### config.mk
export PLATFORM = sky130hd
export DESIGN_NAME = gpio_defaults_array
export DESIGN_NICKNAME = d
export VERILOG_FILES = /design/src/rtl/gpio_defaults_pkg.sv /design/src/rtl/gpio_defaults_serializer.sv /design/src/rtl/gpio_defaults_array.sv
export SDC_FILE = /design/constraint.sdc
export NUM_CORES = 1
export LEC_CHECK = 0
export BUFFER_PORTS_ARGS = -buffer_cell sky130_fd_sc_hd__buf_2
export CAP_MARGIN = 20
export CORE_MARGIN = 10
export CORE_UTILIZATION = 55
export CTS_CLUSTER_DIAMETER = 150
export DETAILED_ROUTE_END_ITERATION = 8
export PLACE_DENSITY = 0.8
export SLEW_MARGIN = 30
export SYNTH_ARGS = -nofsm -noshare
export SYNTH_HDL_FRONTEND = slang
export SYNTH_HIERARCHICAL = 1
export SYNTH_SLANG_ARGS = --single-unit
### constraint.sdc
create_clock -name wb_clk_i -period 8.4 [get_ports wb_clk_i]
set_input_delay 1.68 -clock wb_clk_i [delete_from_list [all_inputs] [get_ports wb_clk_i]]
set_output_delay 1.68 -clock wb_clk_i [all_outputs]
set_load 0.05 [all_outputs]
### src/rtl/gpio_defaults_pkg.sv
// Shared types and constants for the GPIO default configuration bank.
package gpio_defaults_pkg;

    typedef enum logic [1:0] {
        IDLE,
        SHIFT_LO,
        SHIFT_HI,
        LOAD
    } ser_state_e;

    localparam logic [9:0] GPIO_DEFAULT_WORD = 10'h007;

    // Index width for a range of n entries, never narrower than one bit.
    function automatic int unsigned idx_width(input int unsigned n);
        return (n > 1) ? $clog2(n) : 1;
    endfunction

endpackage

### src/rtl/gpio_defaults_serializer.sv
// Shifts the packed configuration words into the GPIO control chain,
// MSB of the packed vector first, then pulses serial_load.
module gpio_defaults_serializer
    import gpio_defaults_pkg::*;
#(
    parameter int unsigned TOTAL_BITS = 380,
    parameter int unsigned CLK_DIV    = 2
) (
    input  logic                  clk,
    input  logic                  rst_n,
    input  logic                  start,
    input  logic [TOTAL_BITS-1:0] words,
    output logic                  busy,
    output logic                  serial_clock,
    output logic                  serial_load,
    output logic                  serial_data_out
);

    localparam int unsigned BIT_W = idx_width(TOTAL_BITS);
    localparam int unsigned DIV_W = idx_width(CLK_DIV);
    localparam logic [BIT_W-1:0] LAST_BIT = BIT_W'(TOTAL_BITS - 1);
    localparam logic [DIV_W-1:0] DIV_LAST = DIV_W'(CLK_DIV - 1);

    ser_state_e       state_q, state_d;
    logic [DIV_W-1:0] div_q, div_d;
    logic [BIT_W-1:0] bit_q, bit_d;
    logic             sdo_q, sdo_d;
    logic             phase_done;
    logic [BIT_W-1:0] bit_next;

    always_ff @(posedge clk) begin
        if (!rst_n) begin
            state_q <= IDLE;
            div_q   <= '0;
            bit_q   <= '0;
            sdo_q   <= 1'b0;
        end else begin
            state_q <= state_d;
            div_q   <= div_d;
            bit_q   <= bit_d;
            sdo_q   <= sdo_d;
        end
    end

    // bit_q indexes the packed vector directly, so the down-count from the
    // top bit yields channel NUM_GPIO-1 MSB first down to channel 0 LSB.
    always_comb begin
        phase_done = (div_q == DIV_LAST);
        bit_next   = bit_q - BIT_W'(1);
        state_d    = state_q;
        div_d      = phase_done ? '0 : div_q + DIV_W'(1);
        bit_d      = bit_q;
        sdo_d      = sdo_q;
        unique case (state_q)
            IDLE: begin
                div_d = '0;
                if (start) begin
                    state_d = SHIFT_LO;
                    bit_d   = LAST_BIT;
                    sdo_d   = words[LAST_BIT];
                end
            end
            SHIFT_LO: begin
                if (phase_done) begin
                    state_d = SHIFT_HI;
                end
            end
            SHIFT_HI: begin
                if (phase_done) begin
                    if (bit_q != '0) begin
                        state_d = SHIFT_LO;
                        bit_d   = bit_next;
                        sdo_d   = words[bit_next];
                    end else begin
                        state_d = LOAD;
                        sdo_d   = 1'b0;
                    end
                end
            end
            LOAD: begin
                if (phase_done) begin
                    state_d = IDLE;
                end
            end
            default: begin
                state_d = IDLE;
                sdo_d   = 1'b0;
            end
        endcase
    end

    always_comb begin
        busy            = (state_q != IDLE);
        serial_clock    = (state_q == SHIFT_HI);
        serial_load     = (state_q == LOAD);
        serial_data_out = sdo_q;
    end

endmodule

### src/rtl/gpio_defaults_array.sv
// Bank of per-pad GPIO default configuration words with runtime write/restore
// and serial load into the GPIO control chain. GPIO_DEFAULTS_LOCK_EN adds a sticky lock.
module gpio_defaults_array
    import gpio_defaults_pkg::*;
#(
    parameter int unsigned                  NUM_GPIO = 38,
    parameter int unsigned                  CFG_W    = 10,
    parameter logic [NUM_GPIO*CFG_W-1:0]    CFG_INIT = {NUM_GPIO{GPIO_DEFAULT_WORD}},
    parameter int unsigned                  CLK_DIV  = 2
) (
    input  logic                            wb_clk_i,
    input  logic                            wb_rstn_i,
    input  logic                            wr_en,
    input  logic [idx_width(NUM_GPIO)-1:0]  wr_idx,
    input  logic [CFG_W-1:0]                wr_data,
    output logic                            wr_err,
    input  logic                            restore,
    input  logic                            xfer_start,
    output logic                            busy,
    output logic                            serial_clock,
    output logic                            serial_load,
    output logic                            serial_data_out,
`ifdef GPIO_DEFAULTS_LOCK_EN
    input  logic                            lock_set,
    output logic                            locked,
`endif
    output logic [NUM_GPIO*CFG_W-1:0]       gpio_cfg
);

    localparam int unsigned TOTAL = NUM_GPIO * CFG_W;

    logic [TOTAL-1:0] cfg_q, cfg_d;
    logic             err_q, err_d;
    logic             pend_q, pend_d;
    logic             ser_start;
    logic             ser_busy;
    logic             lock_active;
    logic             idx_ok;
    logic             blocked;
    logic             do_restore;
    logic             do_write;
    logic             start_req;

`ifdef GPIO_DEFAULTS_LOCK_EN
    logic locked_q, locked_d;

    always_ff @(posedge wb_clk_i) begin
        if (!wb_rstn_i) begin
            locked_q <= 1'b0;
        end else begin
            locked_q <= locked_d;
        end
    end

    always_comb begin
        locked_d    = locked_q | lock_set;
        lock_active = locked_q;
        locked      = locked_q;
    end
`else
    always_comb lock_active = 1'b0;
`endif

    always_ff @(posedge wb_clk_i) begin
        if (!wb_rstn_i) begin
            cfg_q  <= CFG_INIT;
            err_q  <= 1'b0;
            pend_q <= 1'b1;
        end else begin
            cfg_q  <= cfg_d;
            err_q  <= err_d;
            pend_q <= pend_d;
        end
    end

    // A start coinciding with an accepted update is held one cycle in pend_q
    // so the serializer only ever sees the updated words.
    always_comb begin
        idx_ok     = (32'(wr_idx) < NUM_GPIO);
        blocked    = ser_busy || lock_active;
        do_restore = restore && !blocked;
        do_write   = wr_en && !restore && !blocked && idx_ok;
        err_d      = (restore && blocked) || (wr_en && !restore && (blocked || !idx_ok));

        cfg_d = cfg_q;
        if (do_restore) begin
            cfg_d = CFG_INIT;
        end else if (do_write) begin
            for (int unsigned i = 0; i < NUM_GPIO; i++) begin
                if (32'(wr_idx) == i) begin
                    cfg_d[i*CFG_W +: CFG_W] = wr_data;
                end
            end
        end

        start_req = xfer_start || pend_q;
        ser_start = start_req && !ser_busy && !(do_restore || do_write);
        pend_d    = start_req && !ser_busy && (do_restore || do_write);
    end

    gpio_defaults_serializer #(
        .TOTAL_BITS (TOTAL),
        .CLK_DIV    (CLK_DIV)
    ) u_serializer (
        .clk             (wb_clk_i),
        .rst_n           (wb_rstn_i),
        .start           (ser_start),
        .words           (cfg_q),
        .busy            (ser_busy),
        .serial_clock    (serial_clock),
        .serial_load     (serial_load),
        .serial_data_out (serial_data_out)
    );

    always_comb begin
        busy     = ser_busy;
        wr_err   = err_q;
        gpio_cfg = cfg_q;
    end

endmodule

==> Flow_metrics.wiki, run 1 <==
{| class="wikitable"
! Metric !! Value
|-
| Ratio of cells with drive above 1 in the final layout || 29.8%
|-
| Tot GR Track Use || 32.6%
|-
| Startpoint-to-endpoint class of the critical path || input port to flip-flop
|-
| Number of antenna violations at the first check in global routing || 5
|-
| Setup TNS || 0 ns
|-
| Maximum vdd drop || 0.000154 V
|-
| Top-area cell type share of the netlist area || 39.3%
|-
| Simple logic cell fraction of the synthesized area || 7.11%
|-
| Final weighted congestion in routability-driven placement || 0.881
|-
| Max Slew Vio Count || 0
|-
| Detailed placer's ending HPWL || 48.4 mm
|-
| Dominant cells by area after synthesis || sky130_fd_sc_hd__dfxtp_1 39%, sky130_fd_sc_hd__mux2i_1 19%, sky130_fd_sc_hd__o211ai_1 10%
|-
| Arrival time of data at the critical path endpoint || 5.22 ns
|-
| Final Hold Violating Endpoints || 0
|-
| Post-synth EDFFs || 0
|-
| Asr flop ratio synth || 0%
|-
| Post-CTS Setup Repair Bufs || 0
|-
| Startpoint type of the worst setup path || input port
|-
| Multiplexer share of the synthesized area || 29.2%
|-
| Unrepaired setup endpoints after global routing || no
|-
| Path type of the worst min-delay path || flip-flop to flip-flop
|-
| Depth of the most critical reg-to-reg path || 11
|-
| Total via count after detailed routing || 18000
|-
| GRT overflow || 0
|-
| Primary flip-flop cell chosen by synthesis mapping || sky130_fd_sc_hd__dfxtp_1
|-
| MaxCap Viol Count || 0
|-
| Number of buffers added to fix hold violations after cts || 0
|-
| Power density cells || 203 mW/mm2
|-
| Area of all placed cells without fillers || 0.0232 mm2
|-
| Maximum operating frequency || 207 MHz
|-
| Clock-pin slew of the registers on the worst-case setup and hold paths || 0.06 ns
|-
| Clock root buffer || sky130_fd_sc_hd__clkbuf_16
|-
| Antenna-violating nets left || 0
|-
| Critical path startpoint || restore
|-
| Number of levels the H-tree was split into || 2
|-
| Net total in the final layout || 2111
|-
| Maximum number of pins on one net before global-route repair || 187
|-
| Synth-to-Final Area Change || 15.5%
|-
| Area fraction in compound gates after synthesis || 16.9%
|-
| Yosys warnings || 6
|-
| Residual DRC || 0
|-
| Std cell rows || 69
|-
| Number of buffers on the longest clock path || 3
|-
| Clock tree skew after final layout || 0.00890 ns
|-
| Setup slack, reg-to-reg || 3.76 ns
|-
| Status || completed
|-
| Data required time at the worst endpoint || 8.79 ns
|-
| Clock Sink Count || 395
|-
| Width of the chip || 211 um
|-
| DR iter-0 viols || 2026
|-
| Num ports || 406
|-
| Most instantiated library cell after synthesis || sky130_fd_sc_hd__dfxtp_1
|-
| Skew-Pair Late Insertion Delay || 0.55 ns
|-
| XOR/XNOR Fraction of Synth Area || 0.554%
|-
| Syn_nets || 1892
|-
| Most common library cells after synthesis || 395 x sky130_fd_sc_hd__dfxtp_1, 391 x sky130_fd_sc_hd__mux2i_1, 274 x sky130_fd_sc_hd__o211ai_1
|-
| Post_cts resized || 0
|-
| CP Capture Point || gpio_cfg[139]
|-
| Number of different library cells in the post-synthesis netlist || 72
|-
| Count of final setup violators || 0
|-
| Die Height || 211 um
|-
| Overall die area || 0.0446 mm2
|-
| Maximum fanout count along the critical path || 186
|-
| Total wirelength of the detailed-routed design || 75.5 mm
|-
| Post-synthesis instance total || 1869
|-
| Reg2Reg Launch Point || u_serializer/bit_q[0]
|-
| Post-DP Area || 0.0217 mm2
|-
| Relative slew slack || 32.3%
|-
| Post-synthesis cell area || 0.0201 mm2
|-
| Number of vias per cell after detailed routing || 6.96
|-
| Flip-flop and latch count after synthesis || 395
|-
| Share of synthesized cell area in full adder, half adder and majority cells || 0.124%
|-
| Critical R2R Capture || u_serializer/serial_data_out
|-
| Post-route minimum period || 4.82 ns
|-
| Post-Syn Area per Cell || 10.8 um2
|-
| Number of buffers inserted by port buffering || 405
|-
| Leading area contributor after synthesis || sky130_fd_sc_hd__dfxtp_1
|-
| Via count of the first global-routing pass || 17500
|-
| First-pass iteration count of the detailed router || 7
|-
| Starting Density || 56.1%
|-
| Portion of the post-synthesis area used by sequential elements || 39.3%
|-
| Mean routed wirelength per cell || 29.2 um
|-
| Largest family of logic cells by synthesized area || multiplexers
|-
| First-pass GRT wire length || 113 mm
|-
| Leakage power summed over all cells || 11.1 nW
|-
| Core region area || 0.0358 mm2
|-
| Final cycle utilization of the critical path || 57.4%
|-
| Number of fill cells in the layout || 2765
|-
| CTS tree || yes
|-
| Sort of element at the end of the critical path || flip-flop
|-
| Worst Tran Pin Value || 1.01 ns
|-
| Number of cells traversed by the worst hold path || 2
|-
| Number of clock buffers inserted by TritonCTS || 43
|}
## worst min path at each step
stage,from,endpoint,slack (ns)
CTS,gpio_cfg[246],gpio_cfg[246],0.51
global placement,gpio_cfg[117],gpio_cfg[117],0.49
finish,gpio_cfg[184],gpio_cfg[184],0.51
floorplan,u_serializer/state_q[0],u_serializer/state_q[0],0.51
global route,gpio_cfg[59],gpio_cfg[59],0.53
detailed placement,gpio_cfg[246],gpio_cfg[246],0.50
## flip-flops by register name, indices dropped and copies added, names as in the netlist
register                      count
u_serializer/bit_q                9
gpio_cfg                        380
u_serializer/div_q                1
u_serializer/serial_data_out      1
u_serializer/state_q              2
wr_err                            1
pend_q                            1
## cell type report
cell class / instances / area (um2) / share of cell area [%]
multi-input cells: 1203 / 10900 / 47.1
repair buffers: 437 / 2300 / 9.92
inverters: 8 / 47.5 / 0.205
clock inverters: 14 / 151 / 0.652
clock buffers: 63 / 1290 / 5.58
flip-flops and latches: 395 / 7910 / 34.1
diodes: 4 / 10.0 / 0.0431
well taps: 461 / 577 / 2.48
## stage by stage
stage,power (W),hold WS (ns),worst slack (ns),cells,util (%)
floorplan,0.00252,0.510,4.60,1869,-
global placement,0.00276,0.488,3.48,2501,60.6
detailed placement,0.00277,0.503,3.36,2503,60.7
CTS,0.00468,0.511,3.77,2580,64.7
global route,0.00483,0.534,3.35,2581,64.8
finish,0.00471,0.514,3.58,2585,64.8
## cells by family (layout without fill, tap and decap cells)
group                    count (synthesis)  in the layout
AO/OA/AOI/OAI                          449            449
XOR/XNOR                                11             11
adder cells (fa/ha/maj)                  2              2
buffers and inverters                  271            522
flip-flops                             395            395
multiplexers                           477            477
other                                    0              4
AND/OR/NAND/NOR                        264            264
## cell usage in the layout, fill, tap and decap left out, drive strengths merged, types with 3 or more instances in the layout
master  Yosys  routed
nor3b       3       3
bufinv      0       3
xor2        5       5
buf       159     436
nor2b      10      10
and4bb      4       4
and4b       3       3
nor3        5       5
and2        4       4
mux4       86      86
a31oi       6       6
nand2b      4       4
clkinv      0      10
xnor2       6       6
or3         4       4
inv         8       8
a211oi    118     118
clkbuf    104      64
o221a       3       3
a21oi       7       7
nor4b       3       3
or2         3       3
a32oi       7       7
o21ai       7       7
nor2       14      14
nand4      19      19
dfxtp     395     395
nand3      66      66
o211ai    274     274
nand2     113     113
diode       0       4
a311oi      3       3
mux2i     391     391
## worst max-delay path, cell delays in order
cell,delay [ns]
sky130_fd_sc_hd__buf_4,0.57
sky130_fd_sc_hd__buf_4,0.78
sky130_fd_sc_hd__clkinv_8,0.76
sky130_fd_sc_hd__o211ai_1,0.43
sky130_fd_sc_hd__buf_4,0.62
sky130_fd_sc_hd__mux2i_1,0.18
## per-layer routing
| layer | up-vias | GRT usage, % | share of wire, % |
|---|---|---|---|
| met1 | 8912 | 41.2 | 38 |
| met3 | 226 | 8.41 | 11 |
| met5 | - | 0 | 0.038 |
| li1 | 7643 | - | - |
| met4 | 4 | 14.5 | 4.2 |
| met2 | 1216 | 51.6 | 46 |
## where the power goes
part	switching, W	internal, W	total, W
Combinational	0.000600	0.000263	0.000863
Sequential	0.0000246	0.00188	0.00191
Clock	0.000782	0.00116	0.00194
Total	0.00141	0.00330	0.00471
No activity file was read; power rests on OpenSTA's default activity.
==> run 2, diff against run 1 <==
--- a/config.mk
+++ b/config.mk
@@ -8,10 +8,10 @@
 export BUFFER_PORTS_ARGS = -buffer_cell sky130_fd_sc_hd__buf_2
 export CAP_MARGIN = 20
 export CORE_MARGIN = 10
-export CORE_UTILIZATION = 55
+export CORE_UTILIZATION = 50
 export CTS_CLUSTER_DIAMETER = 150
 export DETAILED_ROUTE_END_ITERATION = 8
-export PLACE_DENSITY = 0.8
+export PLACE_DENSITY = 0.77
 export SLEW_MARGIN = 30
 export SYNTH_ARGS = -nofsm -noshare
 export SYNTH_HDL_FRONTEND = slang
==> constraint.sdc (replaced) <==
create_clock -name wb_clk_i -period 4.13 [get_ports wb_clk_i]
set_input_delay 0.826 -clock wb_clk_i [delete_from_list [all_inputs] [get_ports wb_clk_i]]
set_output_delay 0.826 -clock wb_clk_i [all_outputs]
set_load 0.05 [all_outputs]
==> run 2 against run 1 <==
Non-clock buffer count is 10 higher. Global-route usage down 1.9 points. Final area up 0.52%. Count of clock-buffer cells in the layout grew 2. First-iteration DRC count rose by 10%. Via count is 0.16% higher. Setup slack got worse by 3.2 ns. Die area increased by 9.0%. Clock skew increased by 0.0070 ns.
==> Flow_metrics.wiki, run 2 (synthesis results as in run 1) <==
{| class="wikitable"
! Metric !! Value
|-
| Leakage power summed over all cells || 11.2 nW
|-
| First-pass iteration count of the detailed router || 6
|-
| Status || completed
|-
| Power share of the sequential group || 40.5%
|-
| Total wirelength of the detailed-routed design || 77.9 mm
|-
| Data required time at the worst endpoint || 4.58 ns
|-
| Die Height || 221 um
|-
| Crit path largest cell delay || 0.84 ns
|-
| Width of the chip || 221 um
|-
| Final setup slack of the worst path || 0.373 ns
|-
| Commonest cells after routing, fill and taps aside || 403 x sky130_fd_sc_hd__buf_2, 394 x sky130_fd_sc_hd__dfxtp_1, 391 x sky130_fd_sc_hd__mux2i_1, 274 x sky130_fd_sc_hd__o211ai_1, 114 x sky130_fd_sc_hd__a211oi_1
|-
| Clock tree skew after final layout || 0.0159 ns
|-
| Number of vias per cell after detailed routing || 6.78
|-
| Synth-to-Final Area Change || 16.1%
|-
| Clk pwr share || 40.5%
|-
| MaxCap Viol Count || 0
|-
| Max Slew Vio Count || 0
|-
| Clock root buffer || sky130_fd_sc_hd__clkbuf_16
|-
| Number of clock buffers inserted by TritonCTS || 43
|-
| Relative slew slack || 34.6%
|-
| Startpoint-to-endpoint class of the critical path || flip-flop to flip-flop
|-
| CTS tree || yes
|-
| Post-CTS Setup Repair Bufs || 0
|-
| Post-route minimum period || 3.76 ns
|-
| Commonest non-fill, non-tap cell in the layout || sky130_fd_sc_hd__buf_2
|-
| Worst Tran Pin Value || 0.981 ns
|-
| Maximum operating frequency || 266 MHz
|-
| Net total in the final layout || 2121
|-
| Startpoint type of the worst setup path || flip-flop
|-
| Tot GR Track Use || 30.7%
|-
| Max reg flops || 380
|-
| Final cycle utilization of the critical path || 91.0%
|-
| Combinational fraction of design power || 19.0%
|-
| Detailed placer's ending HPWL || 50.4 mm
|-
| Via count of the first global-routing pass || 17900
|-
| Overall die area || 0.0486 mm2
|-
| P_int || 0.00660 W
|-
| Total via count after detailed routing || 18000
|-
| Number of buffers on the longest clock path || 3
|-
| DR iter-0 viols || 2232
|-
| Maximum number of pins on one net before global-route repair || 162
|-
| Number of buffers inserted by port buffering || 405
|-
| Clock-pin slew of the registers on the worst-case setup and hold paths || 0.06 ns
|-
| Clock Sink Count || 395
|-
| Antenna-violating nets left || 0
|-
| Starting Density || 50.6%
|-
| GRT overflow || 0
|-
| Skew-Pair Late Insertion Delay || 0.58 ns
|-
| P_sw || 0.00290 W
|-
| Maximum fanout count along the critical path || 11
|-
| Net switching fraction of the power || 30.5%
|-
| Residual DRC || 0
|-
| Path type of the worst min-delay path || flip-flop to flip-flop
|-
| Final weighted congestion in routability-driven placement || 0.917
|-
| Number of antenna violations at the first check in global routing || 6
|-
| Sort of element at the end of the critical path || flip-flop
|-
| Number of levels the H-tree was split into || 2
|-
| Final Hold Violating Endpoints || 0
|-
| List of cells traversed by the critical path || inv_1, ha_1, o21ba_2, nor2_1, o32ai_4, buf_4, a32oi_1, nand3_1, a21oi_1, o41ai_1, o31ai_1
|-
| Unrepaired setup endpoints after global routing || no
|-
| Setup TNS || 0 ns
|-
| Core region area || 0.0397 mm2
|-
| Maximum vdd drop || 0.000308 V
|-
| First-pass GRT wire length || 115 mm
|-
| Ratio of cells with drive above 1 in the final layout || 30.0%
|-
| Worst slack after detailed placement || 0.491 ns
|-
| Count of final setup violators || 0
|-
| Std cell rows || 73
|-
| Power density cells || 407 mW/mm2
|-
| Post_cts resized || 0
|-
| Arrival time of data at the critical path endpoint || 4.21 ns
|-
| Num ports || 406
|-
| CP max stage cell || sky130_fd_sc_hd__o32ai_4
|-
| Mean routed wirelength per cell || 29.3 um
|-
| Number of buffers added to fix hold violations after cts || 0
|}
[run 2: path summary, 6_finish.rpt]
path | depth (start not counted) | slack [ns] | endpoint | start
max | 11 | 0.37 | u_serializer/serial_data_out | u_serializer/bit_q[1]
min | 2 | 0.51 | gpio_cfg[366] | gpio_cfg[366]
max reg2reg | 11 | 0.37 | u_serializer/serial_data_out | u_serializer/bit_q[1]
min reg2reg | 2 | 0.51 | gpio_cfg[366] | gpio_cfg[366]
[run 2: layer usage]
metal / global-route usage (%) / vias to the layer above / routed length [um]
li1: - / 7646 / -
met1: 38.2 / 8939 / 29600
met2: 48.4 / 1192 / 36300
met3: 8.23 / 245 / 8530
met4: 15.0 / 8 / 3430
met5: 0 / - / 52
[run 2: critical path, delay by kind of cell (launching register included)]
family	cells	cell delay, ns
adders and majority gates	1	0.40
DFF	1	0.51
and+or+nand+nor	2	0.17
AOI/OAI and AO/OA	6	2.06
buffers and inverters	2	0.47
[run 2: final cells by class]
| cell class | instances | area, um2 |
|---|---|---|
| Sequential cell | 395 | 7910 |
| Multi-Input combinational cell | 1203 | 10900 |
| Antenna cell | 2 | 5.00 |
| Clock buffer | 65 | 1240 |
| Tap cell | 525 | 657 |
| Inverter | 8 | 42.5 |
| Fill cell | 3278 | 16400 |
| Clock inverter | 15 | 146 |
| Timing Repair Buffer | 447 | 2420 |
[run 2: power groups by stage]
stage | clock network (W) | logic, W | registers (W)
after global routing | 0.00403 | 0.00187 | 0.00385
final | 0.00385 | 0.00180 | 0.00385
after floorplan | 0 | 0.00120 | 0.00394
after detailed placement | 0 | 0.00175 | 0.00394
after CTS | 0.00387 | 0.00175 | 0.00385
after global placement | 0 | 0.00172 | 0.00393
[run 2: per-stage QoR]
stage | total power (W) | area, um2 | instances | hold slack, ns | utilization [%]
global placement | 0.00566 | 22000 | 2578 | 0.488 | 55.3
finish | 0.00950 | 23300 | 2660 | 0.514 | 58.8
floorplan | 0.00513 | 20100 | 1869 | 0.510 | -
global route | 0.00975 | 23300 | 2658 | 0.534 | 58.8
detailed placement | 0.00568 | 22000 | 2578 | 0.501 | 55.3
CTS | 0.00948 | 23300 | 2658 | 0.517 | 58.7
==> run 3, diff against run 2 <==
--- a/config.mk
+++ b/config.mk
@@ -5,6 +5,7 @@
 export SDC_FILE = /design/constraint.sdc
 export NUM_CORES = 1
 export LEC_CHECK = 0
+export ABC_CLOCK_PERIOD_IN_PS = 4130
 export BUFFER_PORTS_ARGS = -buffer_cell sky130_fd_sc_hd__buf_2
 export CAP_MARGIN = 20
 export CORE_MARGIN = 10
@@ -12,6 +13,7 @@
 export CTS_CLUSTER_DIAMETER = 150
 export DETAILED_ROUTE_END_ITERATION = 8
 export PLACE_DENSITY = 0.77
+export RECOVER_POWER = 25
 export SLEW_MARGIN = 30
 export SYNTH_ARGS = -nofsm -noshare
 export SYNTH_HDL_FRONTEND = slang
==> run 3 against run 2 <==
Clock power hardly changed. Routed wire length is 0.14% higher. Combinational power hardly changed. Critical path type unchanged. Largest cell class unchanged. Highest routed layer unchanged.
==> Flow_metrics.wiki, run 3 (synthesis results as in run 1) <==
{| class="wikitable"
! Metric !! Value
|-
| Post_cts resized || 0
|-
| Net total in the final layout || 2121
|-
| Final Hold Violating Endpoints || 0
|-
| Mean routed wirelength per cell || 29.3 um
|-
| Overall die area || 0.0486 mm2
|-
| Starting Density || 50.6%
|-
| Critical R2R Capture || u_serializer/serial_data_out
|-
| CTS tree || yes
|-
| Die Height || 221 um
|-
| Ratio of cells with drive above 1 in the final layout || 20.9%
|-
| Count of final setup violators || 0
|-
| Number of clock buffers inserted by TritonCTS || 43
|-
| GRT overflow || 0
|-
| Data required time at the worst endpoint || 4.58 ns
|-
| HP Start || gpio_cfg[164]
|-
| DR iter-0 viols || 2138
|-
| Tot GR Track Use || 30.7%
|-
| Number of levels the H-tree was split into || 2
|-
| Reg2Reg Launch Point || u_serializer/bit_q[1]
|-
| Max reg flops || 380
|-
| Clock Sink Count || 395
|-
| Critical path startpoint || u_serializer/bit_q[1]
|-
| Footprint of the flip-flops and latches || 0.00791 mm2
|-
| Number of buffers added to fix hold violations after cts || 0
|-
| Number of antenna violations at the first check in global routing || 6
|-
| Maximum fanout count along the critical path || 11
|-
| Antenna-violating nets left || 0
|-
| Maximum vdd drop || 0.000311 V
|-
| Max Slew Vio Count || 0
|-
| Setup slack, reg-to-reg || 0.36 ns
|-
| Detailed placer's ending HPWL || 50.4 mm
|-
| Path type of the worst min-delay path || flip-flop to flip-flop
|-
| Worst hold endpoint || gpio_cfg[164]
|-
| Number of cells traversed by the worst hold path || 2
|-
| Startpoint type of the worst setup path || flip-flop
|-
| Commonest non-fill, non-tap cell in the layout || sky130_fd_sc_hd__dfxtp_1
|-
| Worst Tran Pin Value || 0.987 ns
|-
| Residual DRC || 0
|-
| Cell Count Post-Placement || 2578
|-
| Unrepaired setup endpoints after global routing || no
|-
| Total area of multi-input combinational cells || 0.0109 mm2
|-
| Std cell rows || 73
|-
| Width of the chip || 221 um
|-
| Commonest cells after routing, fill and taps aside || 394 x sky130_fd_sc_hd__dfxtp_1, 391 x sky130_fd_sc_hd__mux2i_1, 274 x sky130_fd_sc_hd__o211ai_1, 210 x sky130_fd_sc_hd__buf_2, 207 x sky130_fd_sc_hd__clkbuf_1
|-
| Clock tree skew after final layout || 0.0148 ns
|-
| Post-CTS Setup Repair Bufs || 0
|-
| Number of vias per cell after detailed routing || 6.79
|-
| Number of fill cells in the layout || 3402
|-
| Final setup slack of the worst path || 0.362 ns
|-
| Clock root buffer || sky130_fd_sc_hd__clkbuf_16
|-
| Number of buffers on the longest clock path || 3
|-
| Sort of element at the end of the critical path || flip-flop
|-
| PnR Total Power || 0.00950 W
|-
| Via count of the first global-routing pass || 17900
|-
| Leakage power summed over all cells || 10.5 nW
|-
| First-pass GRT wire length || 115 mm
|-
| Power density cells || 411 mW/mm2
|-
| First-pass iteration count of the detailed router || 6
|-
| Final cycle utilization of the critical path || 91.2%
|-
| Synth-to-Final Area Change || 15.0%
|-
| Clock-pin slew of the registers on the worst-case setup and hold paths || 0.06 ns
|-
| Final weighted congestion in routability-driven placement || 0.917
|-
| Maximum number of pins on one net before global-route repair || 162
|-
| Number of buffers inserted by port buffering || 405
|-
| Worst slack after detailed placement || 0.491 ns
|-
| Relative slew slack || 34.2%
|-
| Num ports || 406
|-
| Total via count after detailed routing || 18100
|-
| Skew-Pair Late Insertion Delay || 0.58 ns
|-
| Core region area || 0.0397 mm2
|-
| Arrival time of data at the critical path endpoint || 4.22 ns
|-
| Setup TNS || 0 ns
|-
| MaxCap Viol Count || 0
|-
| Depth of the most critical reg-to-reg path || 11
|-
| Total wirelength of the detailed-routed design || 78.0 mm
|-
| Maximum operating frequency || 265 MHz
|-
| Status || completed
|-
| Post-route minimum period || 3.77 ns
|-
| Number of cells in the finished layout apart from fillers || 2663
|-
| End-of-flow core utilization || 58.2%
|-
| Startpoint-to-endpoint class of the critical path || flip-flop to flip-flop
|}
## run 3: routing by layer
layer,wire [um],global-route usage [%]
met5,35,0
met1,29400,38.2
met3,8740,8.23
met2,36100,48.4
met4,3660,15.0
## run 3: critical path, cell delays in order (launching register included)
cell and delay, ns:
sky130_fd_sc_hd__dfxtp_1 0.51, sky130_fd_sc_hd__inv_1 0.15, sky130_fd_sc_hd__ha_1 0.40, sky130_fd_sc_hd__o21ba_2 0.31, sky130_fd_sc_hd__nor2_1 0.07, sky130_fd_sc_hd__o32ai_4 0.84, sky130_fd_sc_hd__buf_4 0.32, sky130_fd_sc_hd__a32oi_1 0.07
sky130_fd_sc_hd__nand3_1 0.10, sky130_fd_sc_hd__a21oi_1 0.10, sky130_fd_sc_hd__o41ai_1 0.62, sky130_fd_sc_hd__o31ai_1 0.13
## run 3: report_power, final
group	switching (W)	internal, W
logic	0.00123	0.000568
clock network	0.00163	0.00221
registers	0.0000262	0.00383
## run 3: final cells by class
cell class | count | share of cell area [%]
well taps | 525 | 2.84
clock inverters | 15 | 0.633
clock buffers | 65 | 5.36
inverters | 8 | 0.184
diodes | 5 | 0.0541
multi-input cells | 1203 | 47.3
repair buffers | 447 | 9.42
flip-flops and latches | 395 | 34.2
## run 3: stage by stage
stage               area [um2]  hold WS, ns
finish                   23100        0.517
global route             23100        0.536
CTS                      23300        0.517
detailed placement       22000        0.501
global placement         22000        0.488
floorplan                20100        0.510
## run 3: how the worst max path moves through the flow
stage / to / slack, ns / depth (start not counted)
after floorplan: u_serializer/serial_data_out / 0.42 / 16
after global placement: u_serializer/serial_data_out / 0.60 / 10
after detailed placement: u_serializer/serial_data_out / 0.49 / 11
after global routing: u_serializer/serial_data_out / 0.28 / 10
after CTS: u_serializer/serial_data_out / 0.47 / 11
final: u_serializer/serial_data_out / 0.36 / 11
